$ cat config.mk
export PLATFORM = sky130hd
export DESIGN_NAME = dpi_sensitive_sampler
export DESIGN_NICKNAME = d
export VERILOG_FILES = /design/src/rtl/dpi_sensitive_sampler.sv
export SDC_FILE = /design/constraint.sdc
export NUM_CORES = 1
export LEC_CHECK = 0
export ABC_AREA = 1
export CORE_MARGIN = 5
export CORE_UTILIZATION = 35
export DETAILED_ROUTE_END_ITERATION = 6
export PLACE_DENSITY = 0.64
export SLEW_MARGIN = 0
export SYNTH_ARGS = -nofsm -noshare
export SYNTH_HDL_FRONTEND = slang
export SYNTH_SLANG_ARGS = --single-unit
$ cat constraint.sdc
create_clock -name clock -period 4.9 [get_ports clock]
set_input_delay 0.49 -clock clock [delete_from_list [all_inputs] [get_ports clock]]
set_output_delay 0.49 -clock clock [all_outputs]
set_load 0.05 [all_outputs]
$ cat src/rtl/dpi_sensitive_sampler.sv
// dpi_sensitive_sampler
// Hardware front end for one DPI exporter sensitive group. Each cycle the
// group's trigger is evaluated; a hit snapshots {trig, data, seq} into a small
// FIFO that the downstream tick stage drains one entry per exporter call.
//
// Handshake: out_valid is high whenever the FIFO holds at least one entry.
// A transfer (pop) happens at a rising edge where out_valid && out_ready.
// While out_valid && !out_ready the head fields hold steady, and out_valid
// only falls after a pop, a flush or a reset.
//
// DEPTH must be a power of two and at least 2. The pointers carry one extra
// wrap bit so full and empty can be told apart without a separate counter.

module dpi_sensitive_sampler #(
    parameter int unsigned DATA_W = 64,
    parameter int unsigned TRIG_W = 1,
    parameter int unsigned DEPTH  = 4,
    parameter int unsigned CNT_W  = 16
) (
    input  logic                     clock,
    input  logic                     reset,
    input  logic                     enable,
    input  logic                     flush,
    input  logic [TRIG_W-1:0]        trig,
    input  logic [DATA_W-1:0]        data,
    output logic                     out_valid,
    input  logic                     out_ready,
    output logic [TRIG_W-1:0]        out_trig,
    output logic [DATA_W-1:0]        out_data,
    output logic [CNT_W-1:0]         out_seq,
    output logic [$clog2(DEPTH):0]   level,
    output logic [CNT_W-1:0]         drop_cnt,
    output logic                     overflow
);

    localparam int unsigned PTR_W = $clog2(DEPTH);

    localparam logic [PTR_W:0] PTR_ONE = {{PTR_W{1'b0}}, 1'b1};
    localparam logic [CNT_W-1:0] CNT_ONE = {{(CNT_W-1){1'b0}}, 1'b1};
    localparam logic [CNT_W-1:0] CNT_MAX = {CNT_W{1'b1}};

    // Entry storage, split per field so each slice keeps its natural width.
    logic [TRIG_W-1:0] mem_trig [DEPTH];
    logic [DATA_W-1:0] mem_data [DEPTH];
    logic [CNT_W-1:0]  mem_seq  [DEPTH];

    // Registered state
    logic [PTR_W:0]    wr_ptr_q, wr_ptr_d;
    logic [PTR_W:0]    rd_ptr_q, rd_ptr_d;
    logic [TRIG_W-1:0] trig_last_q;
    logic [CNT_W-1:0]  seq_q, seq_d;
    logic [CNT_W-1:0]  drop_cnt_q, drop_cnt_d;
    logic              overflow_q, overflow_d;

    // Per-cycle decisions
    logic              fire;
    logic              empty;
    logic              full;
    logic              pop;
    logic              push;
    logic              drop;
    logic [PTR_W-1:0]  wr_idx;
    logic [PTR_W-1:0]  rd_idx;

    assign wr_idx = wr_ptr_q[PTR_W-1:0];
    assign rd_idx = rd_ptr_q[PTR_W-1:0];

    // Trigger evaluation and push/pop/drop arbitration; flush outranks both.
    always_comb begin
        fire  = enable && (((trig ^ trig_last_q) != '0) || (trig != '0));
        empty = (wr_ptr_q == rd_ptr_q);
        full  = (wr_ptr_q[PTR_W] != rd_ptr_q[PTR_W]) &&
                (wr_ptr_q[PTR_W-1:0] == rd_ptr_q[PTR_W-1:0]);
        pop   = !empty && out_ready && !flush;
        // A full FIFO still accepts a push when the head leaves in the same
        // cycle: the freed slot is the one being written.
        push  = fire && !flush && (!full || pop);
        drop  = fire && !flush && full && !pop;
    end

    // Next-state for pointers and counters.
    always_comb begin
        wr_ptr_d   = wr_ptr_q;
        rd_ptr_d   = rd_ptr_q;
        seq_d      = seq_q;
        drop_cnt_d = drop_cnt_q;
        overflow_d = overflow_q;

        if (flush) begin
            // Discard everything by collapsing the read pointer onto write.
            rd_ptr_d = wr_ptr_q;
        end else begin
            if (push) begin
                wr_ptr_d = wr_ptr_q + PTR_ONE;
            end
            if (pop) begin
                rd_ptr_d = rd_ptr_q + PTR_ONE;
            end
        end

        // Sequence advances on every fire, stored or not, so the consumer
        // can spot holes left by drops and flushes.
        if (fire) begin
            seq_d = seq_q + CNT_ONE;
        end

        if (drop) begin
            overflow_d = 1'b1;
            if (drop_cnt_q != CNT_MAX) begin
                drop_cnt_d = drop_cnt_q + CNT_ONE;
            end
        end
    end

    // Control state with asynchronous clear.
    always_ff @(posedge clock or posedge reset) begin
        if (reset) begin
            wr_ptr_q    <= '0;
            rd_ptr_q    <= '0;
            trig_last_q <= '0;
            seq_q       <= '0;
            drop_cnt_q  <= '0;
            overflow_q  <= 1'b0;
        end else begin
            wr_ptr_q    <= wr_ptr_d;
            rd_ptr_q    <= rd_ptr_d;
            // Tracked even while disabled so re-enabling sees no stale change.
            trig_last_q <= trig;
            seq_q       <= seq_d;
            drop_cnt_q  <= drop_cnt_d;
            overflow_q  <= overflow_d;
        end
    end

    // Entry storage write; contents are only observed through a valid head.
    always_ff @(posedge clock) begin
        if (push) begin
            mem_trig[wr_idx] <= trig;
            mem_data[wr_idx] <= data;
            mem_seq[wr_idx]  <= seq_q;
        end
    end

    // Head presentation, forced to zero when the FIFO is empty.
    always_comb begin
        out_valid = !empty;
        out_trig  = '0;
        out_data  = '0;
        out_seq   = '0;
        if (!empty) begin
            out_trig = mem_trig[rd_idx];
            out_data = mem_data[rd_idx];
            out_seq  = mem_seq[rd_idx];
        end
    end

    assign level    = wr_ptr_q - rd_ptr_q;
    assign drop_cnt = drop_cnt_q;
    assign overflow = overflow_q;

endmodule

---- Yosys cells after proc, flatten, opt, wreduce, memory -nomap -nowiden ----
Memory sizes are Yosys's and may differ from the RTL's.
Cells that the tools add are included.
operators by class
  mux-type cells .......................... 7
  bitwise logic cells ..................... 2
  shift operators ......................... 0
  div/mod/pow operators ................... 0
  reductions and logical operators ........ 17
  $mul .................................... 0
  eq/ne operators ......................... 4
  add/subtract/negate cells ............... 5
  order comparisons ....................... 0
operators by type and width
  kind                     number
  $mux W64                 1
  $add A16 B1 Y16 const B  2
  $mux W16                 1
  $ne A16 B16 Y1 const B   1
  $logic_and A1 B1 Y1      8
  $add A3 B1 Y3 const B    2
  $mux W3                  2
  $logic_not A1 Y1         4
  $reduce_and A2 Y1        2
  $eq A3 B3 Y1             1
  $mux W1                  3
  $sub A3 B3 Y3            1
  $eq A2 B2 Y1             1
  $logic_or A1 B1 Y1       2
  $reduce_bool A2 Y1       1
  $ne A1 B1 Y1             1
  $not A1 Y1               1
  $xor A1 B1 Y1            1
storage, ports and cells
  bits in latches ......................... 0
  memories kept ........................... 3
  ROM bits ................................ 0
  register bits after elaboration ......... 40
  bits in writable memories ............... 324
  word-level logic and storage cells ...... 44
memory list
  memory    words  width  read ports  clocked after Yosys merged registers in  wr ports  line  RTL
  mem_data  4      64     1           0                                        1         44    logic [DATA_W-1:0] mem_data [DEPTH];
  mem_seq   4      16     1           0                                        1         45    logic [CNT_W-1:0] mem_seq [DEPTH];
  mem_trig  4      1      1           0                                        1         43    logic [TRIG_W-1:0] mem_trig [DEPTH];

---- Longest topological paths before layout ----
  depth in word-level cells ............... 8
  gate-level depth with buffers ........... 11
  gate-level depth less buffers ........... 10

---- Least setup slack after synthesis ----
OpenSTA, ideal clock, no wires.
  kind .................................... register to register
  start ................................... register rd_ptr_q[1]
  end ..................................... memory mem_data[0][0] (enable)
  data arrival time ....................... 4.902 ns
  setup slack ............................. -0.523 ns
  setup time .............................. 0.521 ns
  stages on the path, launching flop included .. 9
  path buffers ............................ 1
  cell sequence ........................... dfrtp_1 > inv_2 > clkbuf_1 > ha_1 > nand2_1 > inv_1 > o211ai_4 > nand2_2 > nor2_1
on the way
  cells in the longest elaborated chain, start to end .. 8
RTL lines
  item                               line  RTL
  start, declared                    49    logic [PTR_W:0] rd_ptr_q, rd_ptr_d;
  start signal, assigned             126   rd_ptr_q <= rd_ptr_d;
  $eq A3 B3 Y1                       71    empty = (wr_ptr_q == rd_ptr_q);
  $logic_not A1 Y1                   -
  $logic_and A1 B1 Y1 (2 in series)  74    pop = !empty && out_ready && !flush;
  $logic_or A1 B1 Y1 *               77    push = fire && !flush && (!full || pop);
  $logic_and A1 B1 Y1 *              77
  $mux W1 *                          137   if (push) begin
  $mux W1 (not written as such) *    139   mem_data[wr_idx] <= data;
  end, declared                      44
Mark *: on every way between the ends. The rest lies on a longest branch, timed or not.

---- Worst setup path after layout ----
  start ................................... register rd_ptr_q[0]
  end ..................................... output port out_data[7]
on the way
  cells in the longest elaborated chain, start to end .. 2
RTL lines
  item                                                   line  RTL
  $mem_v2 Z4 W64 / $eq A3 B3 Y1 (equally long branches)  -
  $mux W64 *                                             150   if (!empty) begin
  end, declared                                          29    output logic [DATA_W-1:0] out_data,
Marks and branches as above.

==> results.toml <==
[run_status]
status = "finished clean"

[job]
maxCapViolCount = 0

[routing]
top_layer_used = "met4"
vias = 9885
firstDrtPassIters = 5
met2WireLength_mm = 17.60
met3WireLength_mm = 1.889
viasPerCell = 4.889
postRouteWirelength_mm = 35.01
drc = 0
drt-met1-wl_mm = 14.79
drtIter0Drc = 642
wl_per_cell_um = 17.32
ant_nets = 0

[worst_setup_path]
cp-start-kind = "flop"
critPathTopFamily = "buffers and inverters"
slowest_stage = "inv_4"
endpoint_kind = "output pin"
rr_startpoint = "rd_ptr_q[1]$_DFFE_PP0P_"
cpPeakStageDelay_ns = 0.93
cp_max_fo = 166
path_cells = "buf_12 -> inv_4 -> buf_4 -> o21ai_0 -> a21oi_1 -> clkdlybuf4s50_1"
reg2reg_depth = 8
criticalPathCategory = "flop to output pin"
cp.required_ns = 4.41
cp.buffers_inverters = 4
r2r-end = "mem_data[3][26]$_DFFE_PP_"
critPathArrivalTime_ns = 4.22
r2r_slack_ns = 1.79

[power_and_ir_drop]
ir_worst_vdd_mv = 0.4270
leakage_nw = 6.437
fin_total_pwr_mw = 13.38
powerDensity_nw_per_um2 = 725.2

[yosys]
synth_seq_cells = 364
yosysUniqueCellTypes = 32
yosysSeqAreaShare_pct = 71.74
synth_fp_nets = 1369
synthCells = 1289
syn_avg_cell_area_um2 = 11.60
synthesis.area_um2 = 14960
ys.warnings.count = 0

[clock_tree]
post-cts-setup-buffer-count = 0
ctsResizeCount = 0
hold_buffers = 0
clk_latency_ns = 0.55
cts_buffers = 40
clockRootBuffer = "clkbuf_16"
h-tree-depth = 2
cts_tree = "yes"
clock_sinks = 364
path_clk_slew_ns = 0.06
cts.path.max_buffers = 3

[global_route]
grt_overflow = 0
antenna_found_initial = 0
grt_start_max_net_pins = 167
grt_first_pass_wirelength_mm = 54.36
grt_pass1_vias = 9777
grt_usage_pct = 14.66

[sta]
drv_slew = 0
finalSetupTns_ns = 0
finalSetupViolCount = 0
whs_ns = 0.3735
max_freq_ghz = 0.2122
fin_ws_ns = 0.1884
layout_min_cycle_time_ns = 4.712
rsz0062_at_grt = "false"
fin_crit_sh_pct = 96.15
slew_headroom_pct = 25.83
skew_ns = 0.02666
hold_viol = 0
worstMarginPinSlew_ns = 1.112

[die]
core-area_um2 = 42130
num_rows = 75
die_h_um = 216.7
fp.dieW_um = 216.7
fp.dieArea_um2 = 46970
io_pins = 172
start_util_pct = 35.50

[cells_and_area]
areaGrowthSynthToFinish_pct = 23.36
nets = 1532
num_antenna_cells = 0
n_fill_cell = 3904
fin_cells = 2022
post-route-cell-area_um2 = 18450
post-route-util_pct = 43.80
drive_above_1_share_pct = 7.552

[placement]
postPlaceCellArea_um2 = 17260
place.gp.congestion = 0.7807
port_buffers = 171
post-dp-hpwl_mm = 19.88
placedCellCount = 1949
place_ws_ns = 1.083

[worst_hold_path]
hp-class = "input pin to async pin"
## logic make-up (layout without fill, tap and decap cells)
group | Yosys count | after routing | synth area share, %
buffers and inverters | 108 | 302 | 3.028
AOI/OAI and AO/OA | 254 | 254 | 8.674
DFF | 364 | 364 | 71.74
xor gates and xnor gates | 16 | 16 | 0.9368
and+or+nand+nor | 537 | 537 | 14.74
adders and majority gates | 10 | 10 | 0.8867
## tightest hold or removal path, cell delays in order
cell and delay, ns:
clkdlybuf4s50_1 0.39, inv_1 0.05, buf_4 0.44
## synthesized netlist by cell type
cell / number / area [um2]
nor3_1: 3 / 15.01
nand2_4: 1 / 11.26
o211ai_4: 1 / 21.27
nor2_1: 355 / 1333
nand4_1: 4 / 25.02
dfrtp_1: 40 / 1001
or2_2: 1 / 6.260
nor2_4: 3 / 33.78
nand3_1: 25 / 125.1
buf_2: 29 / 145.1
buf_6: 1 / 11.26
nand3_2: 1 / 10.01
inv_2: 4 / 15.01
xnor2_1: 4 / 35.03
nand3_4: 3 / 52.55
nand3b_1: 5 / 37.54
o21ai_0: 167 / 835.8
buf_1: 6 / 22.52
buf_4: 1 / 7.510
o211ai_1: 3 / 22.52
a21oi_1: 82 / 410.4
nand4_4: 1 / 21.27
o21bai_1: 1 / 7.510
xor2_1: 12 / 105.1
clkbuf_1: 26 / 97.59
fa_1: 1 / 20.02
nor2_2: 6 / 37.54
nand2_2: 5 / 31.28
ha_1: 9 / 112.6
nand2_1: 124 / 465.5
edfxtp_1: 324 / 9729
inv_1: 41 / 153.9
## flip-flops by register name (all words and copies together), names as in the netlist
name	count
drop_cnt	16
mem_data	256
mem_seq	64
mem_trig	4
overflow	1
rd_ptr_q	3
seq_q	16
trig_last_q	1
wr_ptr_q	3
## placed cells by master (no fill, tap or decap), types with 5 or more instances in the layout
| master | count |
|---|---|
| xor2_1 | 12 |
| clkinv_1 | 9 |
| nand3b_1 | 5 |
| nor2_4 | 7 |
| nor2_2 | 6 |
| edfxtp_1 | 324 |
| buf_4 | 18 |
| o21ai_0 | 167 |
| clkbuf_1 | 9 |
| inv_1 | 41 |
| ha_1 | 9 |
| clkbuf_16 | 41 |
| buf_12 | 7 |
| nand2_2 | 5 |
| dfrtp_1 | 38 |
| nand2_1 | 124 |
| clkdlybuf4s50_1 | 159 |
| a21oi_1 | 82 |
| nand3_1 | 25 |
| nor2_1 | 351 |
| clkinv_2 | 9 |
## worst max path at each step
stage / startpoint / end / slack (ns) / cells after the start
floorplan: rd_ptr_q[1]$_DFFE_PP0P_ / mem_data[0][0]$_DFFE_PP_ / -0.52 / 8
global placement: rd_ptr_q[1]$_DFFE_PP0P_ / out_data[21] / 1.20 / 9
detailed placement: rd_ptr_q[1]$_DFFE_PP0P_ / out_data[33] / 1.08 / 9
CTS: rd_ptr_q[1]$_DFFE_PP0P_ / out_data[33] / 0.47 / 9
global route: rd_ptr_q[0]$_DFFE_PP0P_ / out_data[7] / 0.32 / 6
finish: rd_ptr_q[0]$_DFFE_PP0P_ / out_data[7] / 0.19 / 6
## layout make-up
class                           instances  area, um2  area share, %
Sequential cell                       364      10740          58.19
Timing Repair Buffer                  184       1867          10.12
Inverter                               45      173.9         0.9425
Clock buffer                           51       1074          5.818
Multi-Input combinational cell        817       3805          20.62
Tap cell                              539      674.4          3.655
Clock inverter                         22      121.4         0.6577
## report_power, final
part           switching (mW)  internal [mW]  total (mW)
logic                    4.78           1.95        6.74
registers               0.181           3.72        3.91
clock network            1.18           1.56        2.74
total                    6.15           7.24        13.4
## per-layer routing
| metal | vias up | track usage [%] |
|---|---|---|
| li1 | 4789 | - |
| met3 | 47 | 3.530 |
| met4 | 0 | 4.897 |
| met2 | 202 | 25.46 |
| met1 | 4847 | 18.07 |
| met5 | - | 0 |
Note: power is estimated with default switching activity, not from simulation.
